`config.mk`:
```
export PLATFORM = sky130hd
export DESIGN_NAME = muldiv_ctrl
export DESIGN_NICKNAME = d
export VERILOG_FILES = /design/src/rtl/muldiv_pkg.sv /design/src/rtl/muldiv_div_step.sv /design/src/rtl/muldiv_ctrl.sv
export SDC_FILE = /design/constraint.sdc
export NUM_CORES = 2
export LEC_CHECK = 0
export ABC_AREA = 1
export BUFFER_PORTS_ARGS = -buffer_cell sky130_fd_sc_hd__buf_2
export CAP_MARGIN = 20
export CORE_MARGIN = 4
export CORE_UTILIZATION = 55
export CTS_CLUSTER_SIZE = 16
export DETAILED_ROUTE_END_ITERATION = 10
export PLACE_DENSITY_LB_ADDON = 0.1
export SKIP_CTS_REPAIR_TIMING = 1
export SLEW_MARGIN = 20
export SYNTH_ARGS = -nofsm -noshare
export SYNTH_HDL_FRONTEND = slang
export SYNTH_HIERARCHICAL = 1
export SYNTH_SLANG_ARGS = --single-unit
```
`constraint.sdc`:
```
create_clock -name clk_i -period 10.3 [get_ports clk_i]
set_input_delay 1.545 -clock clk_i [delete_from_list [all_inputs] [get_ports clk_i]]
set_output_delay 1.545 -clock clk_i [all_outputs]
set_load 0.05 [all_outputs]
```
`src/rtl/muldiv_pkg.sv`:
```
// Shared encodings, state enum, latencies and sign decode for the RV32M multiply/divide controller.
package muldiv_pkg;

    localparam int unsigned XLEN      = 32;
    localparam int unsigned DIV_ITERS = 32;
    localparam int unsigned CNT_W     = 6;
    localparam int unsigned MUL_LAT   = 2;
    localparam int unsigned DIV_LAT   = 34;

    localparam logic [2:0] MD_MUL    = 3'b000;
    localparam logic [2:0] MD_MULH   = 3'b001;
    localparam logic [2:0] MD_MULHSU = 3'b010;
    localparam logic [2:0] MD_MULHU  = 3'b011;
    localparam logic [2:0] MD_DIV    = 3'b100;
    localparam logic [2:0] MD_DIVU   = 3'b101;
    localparam logic [2:0] MD_REM    = 3'b110;
    localparam logic [2:0] MD_REMU   = 3'b111;

    typedef enum logic [2:0] {
        ST_IDLE,
        ST_MUL,
        ST_DIV,
        ST_FIX,
        ST_DONE
    } state_e;

    typedef struct packed {
        logic a_sgn;
        logic b_sgn;
    } sign_t;

    // Whether rs1 / rs2 are treated as signed for the given op.
    function automatic sign_t sign_decode(input logic [2:0] f3);
        sign_t s;
        case (f3)
            MD_MUL, MD_MULH, MD_DIV, MD_REM: s = '{a_sgn: 1'b1, b_sgn: 1'b1};
            MD_MULHSU:                       s = '{a_sgn: 1'b1, b_sgn: 1'b0};
            default:                         s = '{a_sgn: 1'b0, b_sgn: 1'b0};
        endcase
        return s;
    endfunction

    function automatic logic is_div(input logic [2:0] f3);
        return f3[2];
    endfunction

endpackage

```
`src/rtl/muldiv_div_step.sv`:
```
// One combinational restoring-division iteration: shift remainder, trial subtract, emit quotient bit.
module div_step
    import muldiv_pkg::*;
(
    input  logic [XLEN-1:0] rem_i,
    input  logic [XLEN-1:0] quo_i,
    input  logic [XLEN-1:0] divisor_i,
    output logic [XLEN-1:0] rem_o,
    output logic [XLEN-1:0] quo_o
);

    logic [XLEN:0] shifted;
    logic [XLEN:0] trial;

    // Borrow out of the 33-bit trial subtract means the divisor did not fit.
    always_comb begin
        shifted = {rem_i, quo_i[XLEN-1]};
        trial   = shifted - {1'b0, divisor_i};
        rem_o   = trial[XLEN] ? shifted[XLEN-1:0] : trial[XLEN-1:0];
        quo_o   = {quo_i[XLEN-2:0], ~trial[XLEN]};
    end

endmodule

```
`src/rtl/muldiv_ctrl.sv`:
```
// RV32M multi-cycle multiply/divide controller with pipeline stall and flush handling.
// Build option MULDIV_DIV_EARLY_OUT_EN: divide-by-zero and signed overflow finish in one cycle.
module muldiv_ctrl
    import muldiv_pkg::*;
(
    input  logic            clk_i,
    input  logic            reset_i,
    input  logic            start_i,
    input  logic            kill_i,
    input  logic [2:0]      func3_i,
    input  logic [XLEN-1:0] opa_i,
    input  logic [XLEN-1:0] opb_i,
    output logic            busy_o,
    output logic            done_o,
    output logic [XLEN-1:0] result_o,
    output logic            stall_o
);

    state_e              state_q;
    logic [2:0]          op_q;
    logic [XLEN-1:0]     a_q, b_q, rem_q, quo_q, dvs_q, res_q, result_q;
    logic [2*XLEN-1:0]   prod_q;
    logic [CNT_W-1:0]    cnt_q;
    logic                ph_q, busy_q, done_q;

    sign_t               sgn_in, sgn_op;
    logic [XLEN-1:0]     abs_a_d, abs_b_d, rem_d, quo_d, quo_fix, rem_fix, fix_d;
    logic [2*XLEN-1:0]   a_w, b_w, prod_d;
    logic                a_neg, b_neg, b_zero;

    div_step u_div_step (
        .rem_i     (rem_q),
        .quo_i     (quo_q),
        .divisor_i (dvs_q),
        .rem_o     (rem_d),
        .quo_o     (quo_d)
    );

    // Operand magnitudes, product, and sign correction of the raw divider outputs.
    always_comb begin
        sgn_in  = sign_decode(func3_i);
        sgn_op  = sign_decode(op_q);
        abs_a_d = (sgn_in.a_sgn && opa_i[XLEN-1]) ? -opa_i : opa_i;
        abs_b_d = (sgn_in.b_sgn && opb_i[XLEN-1]) ? -opb_i : opb_i;
        // Low 64 bits of the 33x33 signed/unsigned product need only sign-extended operands.
        a_w     = {{XLEN{sgn_op.a_sgn & a_q[XLEN-1]}}, a_q};
        b_w     = {{XLEN{sgn_op.b_sgn & b_q[XLEN-1]}}, b_q};
        prod_d  = a_w * b_w;
        a_neg   = sgn_op.a_sgn & a_q[XLEN-1];
        b_neg   = sgn_op.b_sgn & b_q[XLEN-1];
        b_zero  = (b_q == '0);
        // Divide-by-zero keeps the all-ones quotient whatever the dividend sign.
        quo_fix = ((a_neg ^ b_neg) && !b_zero) ? -quo_q : quo_q;
        rem_fix = a_neg ? -rem_q : rem_q;
        fix_d   = op_q[1] ? rem_fix : quo_fix;
    end

`ifdef MULDIV_DIV_EARLY_OUT_EN
    logic            div_zero_d, div_ovf_d;
    logic [XLEN-1:0] corner_d;

    always_comb begin
        div_zero_d = (opb_i == '0);
        div_ovf_d  = sgn_in.a_sgn && (opa_i == {1'b1, {(XLEN-1){1'b0}}}) && (opb_i == '1);
        if (func3_i[1]) begin
            corner_d = div_zero_d ? opa_i : '0;
        end else begin
            corner_d = div_zero_d ? '1 : {1'b1, {(XLEN-1){1'b0}}};
        end
    end
`endif

    always_ff @(posedge clk_i) begin
        if (reset_i) begin
            state_q  <= ST_IDLE;
            op_q     <= '0;
            a_q      <= '0;
            b_q      <= '0;
            rem_q    <= '0;
            quo_q    <= '0;
            dvs_q    <= '0;
            res_q    <= '0;
            result_q <= '0;
            prod_q   <= '0;
            cnt_q    <= '0;
            ph_q     <= 1'b0;
            busy_q   <= 1'b0;
            done_q   <= 1'b0;
        end else if (kill_i) begin
            state_q <= ST_IDLE;
            busy_q  <= 1'b0;
            done_q  <= 1'b0;
        end else begin
            done_q <= 1'b0;
            case (state_q)
                ST_IDLE, ST_DONE: begin
                    if (start_i) begin
                        op_q   <= func3_i;
                        a_q    <= opa_i;
                        b_q    <= opb_i;
                        busy_q <= 1'b1;
                        ph_q   <= 1'b0;
                        cnt_q  <= '0;
                        rem_q  <= '0;
                        quo_q  <= abs_a_d;
                        dvs_q  <= abs_b_d;
                        if (!is_div(func3_i)) begin
                            state_q <= ST_MUL;
                        end else begin
`ifdef MULDIV_DIV_EARLY_OUT_EN
                            if (div_zero_d || div_ovf_d) begin
                                res_q   <= corner_d;
                                ph_q    <= 1'b1;
                                state_q <= ST_FIX;
                            end else begin
                                state_q <= ST_DIV;
                            end
`else
                            state_q <= ST_DIV;
`endif
                        end
                    end else begin
                        state_q <= ST_IDLE;
                        busy_q  <= 1'b0;
                    end
                end
                ST_MUL: begin
                    if (!ph_q) begin
                        prod_q <= prod_d;
                        ph_q   <= 1'b1;
                    end else begin
                        result_q <= (op_q == MD_MUL) ? prod_q[XLEN-1:0] : prod_q[2*XLEN-1:XLEN];
                        state_q  <= ST_DONE;
                        busy_q   <= 1'b0;
                        done_q   <= 1'b1;
                    end
                end
                ST_DIV: begin
                    rem_q <= rem_d;
                    quo_q <= quo_d;
                    cnt_q <= cnt_q + CNT_W'(1);
                    if (cnt_q == CNT_W'(DIV_ITERS - 1)) begin
                        state_q <= ST_FIX;
                        ph_q    <= 1'b0;
                    end
                end
                ST_FIX: begin
                    if (!ph_q) begin
                        res_q <= fix_d;
                        ph_q  <= 1'b1;
                    end else begin
                        result_q <= res_q;
                        state_q  <= ST_DONE;
                        busy_q   <= 1'b0;
                        done_q   <= 1'b1;
                    end
                end
                default: begin
                    state_q <= ST_IDLE;
                    busy_q  <= 1'b0;
                end
            endcase
        end
    end

    assign busy_o   = busy_q;
    assign done_o   = done_q;
    assign result_o = result_q;
    assign stall_o  = (start_i && (state_q == ST_IDLE) && !kill_i) || busy_q;

endmodule

```
==> flow_summary.ini <==
[routing]
drt-pass1-iter-count = 6
drt_iter0_drc = 4310
drc_errors = 0
ant_nets = 0
vias_per_cell = 5.41
dr_total_vias = 50900
wire_per_inst_um = 20.2
wirelength_um = 190000

[clock_tree]
clkSinkCount = 302
h-tree-depth = 2
cts_tree = built
numCtsBuffers = 36
clock_latency_ns = 0.59
clk_pin_slew_worst_paths_ns = 0.07
cts.path.max_buffers = 3
cts_root_buffer = clkbuf_16

[synthesis]
ys_types = 56
synth_edf_count = 0
postSynthAreaPerCell_um2 = 7.21
synth_cells = 8171
synth-seq-cells = 302
synth_top_area_share_pct = 38.3
seq_area_frac_synth_pct = 10.3
synth.area.top_cells = fa_1 (38%), nand2_1 (14%), inv_1 (13%)
synth_nets = 9617
synth_ff_type = dfxtp_1
synthArstFlopShare_pct = 0
ys_warn_count = 6
synthesis.area_mm2 = 0.0589
yosys.area.top_type = fa_1

[final_layout]
drive_above_1_share_pct = 4.26
design_area_mm2 = 0.0614
final_common_cell = nand2_1
areaGrowthSynthToFinish_pct = 4.27
fin_nets = 9432
utilization_pct = 58.0
final_cell_mix = nand2_1 (2201), inv_1 (2033), fa_1 (1126)

[critical_path]
slowest_stage = fa_1
setup.worst_path.class = reg2reg
cpPeakStageDelay_ns = 0.83
cp-end-kind = register
cp_data_arrival_time_ns = 9.44
critPathMaxFanout = 30
crit_top_cell = inv_1
startpoint_type = register
required_ns = 10.79

[die]
die_y_um = 335
die_area_mm2 = 0.112
coreArea_mm2 = 0.106
die_x_um = 335
num_rows = 119
io_pins = 106
start_util_pct = 55.6

[sta]
fin_crit_ns = 8.95
rsz0062_at_grt = false
post-route-period-util_pct = 86.9
skew_ns = 0.0442
slew_headroom_pct = 27.6
tns_ns = 0
finalHoldViolations = 0
tightest_slew_ns = 1.07
setup_viol = 0
drv_slew = 0
max_freq_mhz = 112
setup_slack_ns = 1.35

[placed_design]
dpl.hpwl_um = 156000
dpl_cell_area_mm2 = 0.0602
routabilityCongestion = 1.02
port_buffers = 105
post-place-ws_ns = 1.44

[grt]
grt_pass1_vias = 51200
grt-ovfl-total = 0
grt_max_degree = 105
grtUsageTotal_pct = 34.4
grt_pass1_wl_um = 299000
grt_antenna_before_repair = 9

[power_and_ir_drop]
power_leakage_nw = 33.1
ir_worst_vdd_mv = 0.120
cellPowerDensity_mw_per_mm2 = 116

[job]
maxCapViolCount = 0

[worst_hold_path]
worstHoldPathType = reg2reg

[status]
status = finished, final reports clean
==> critical path, delay by kind of cell (launching register included) <==
kind / cells / cell delay, ns
buffers and inverters: 11 / 1.77
adder cells (fa/ha/maj): 9 / 4.65
AND/OR/NAND/NOR: 11 / 2.05
flip-flops: 1 / 0.31
==> through the flow <==
step / cells / hold WS, ns / power, mW
global route: 9407 / 0.478 / 7.71
finish: 9411 / 0.464 / 7.11
detailed placement: 9339 / 0.455 / 5.73
global placement: 9339 / 0.452 / 5.70
floorplan: 8171 / 0.445 / 4.24
CTS: 9402 / 0.464 / 7.13
==> area by class of cell <==
type / instances / area (µm²)
fill: 10400 / 44400
multi-input combinational: 5388 / 43300
inverter: 2046 / 7680
sequential: 302 / 6050
tap: 1391 / 1740
timing repair buffer: 212 / 1370
clock buffer: 44 / 971
clock inverter: 19 / 249
antenna: 9 / 22.5
==> registers in the layout, indices dropped and copies added (netlist names) <==
register,cells
busy_o,1
state_q,3
ph_q,1
prod_q,64
res_q,32
cnt_q,6
done_o,1
a_q,32
rem_q,32
quo_q,32
b_q,32
dvs_q,31
result_o,32
op_q,3
==> path summary, 6_finish.rpt <==
kind | depth (start not counted) | slack [ns] | from | to
worst max-delay path | 31 | 1.35 | op_q[1] | prod_q[59]
worst min-delay path | 2 | 0.46 | b_q[24] | b_q[24]
worst max register to register | 31 | 1.35 | op_q[1] | prod_q[59]
worst min register to register | 2 | 0.46 | b_q[24] | b_q[24]
==> kinds of logic after synthesis <==
logic type,share of synthesized area (%)
buf+inv,16.2
simple gates,21.7
compound gates,7.18
xor+xnor,1.12
fa+ha+maj,43.6
flops,10.3
==> Yosys cell counts, drive strengths merged (16+ instances only) <==
cell type,instances
nand2,2214
o21ai,292
nand3b,16
o21bai,26
nand3,274
buf,98
nor4,16
xor2,64
ha,249
nor2,520
nor3,53
inv,2045
o211ai,45
a21oi,317
nand4,55
dfxtp,302
clkbuf,337
a31oi,50
fa,1126
==> routing by layer <==
| layer | vias up | track usage (%) | part of all wire [%] |
|---|---|---|---|
| met3 | 341 | 4.01 | 7.1 |
| met5 | - | 0 | 0.0069 |
| met2 | 1891 | 56.1 | 46 |
| met4 | 2 | 12.8 | 4.5 |
| met1 | 25200 | 47.6 | 42 |
| li1 | 23500 | - | - |
==> power breakdown <==
part	total (mW)	internal, mW	switching, mW
Combinational	4.43	1.42	3.01
Sequential	1.31	1.22	0.0868
Clock	1.37	0.782	0.591
Note: power is estimated with default switching activity, not from simulation.
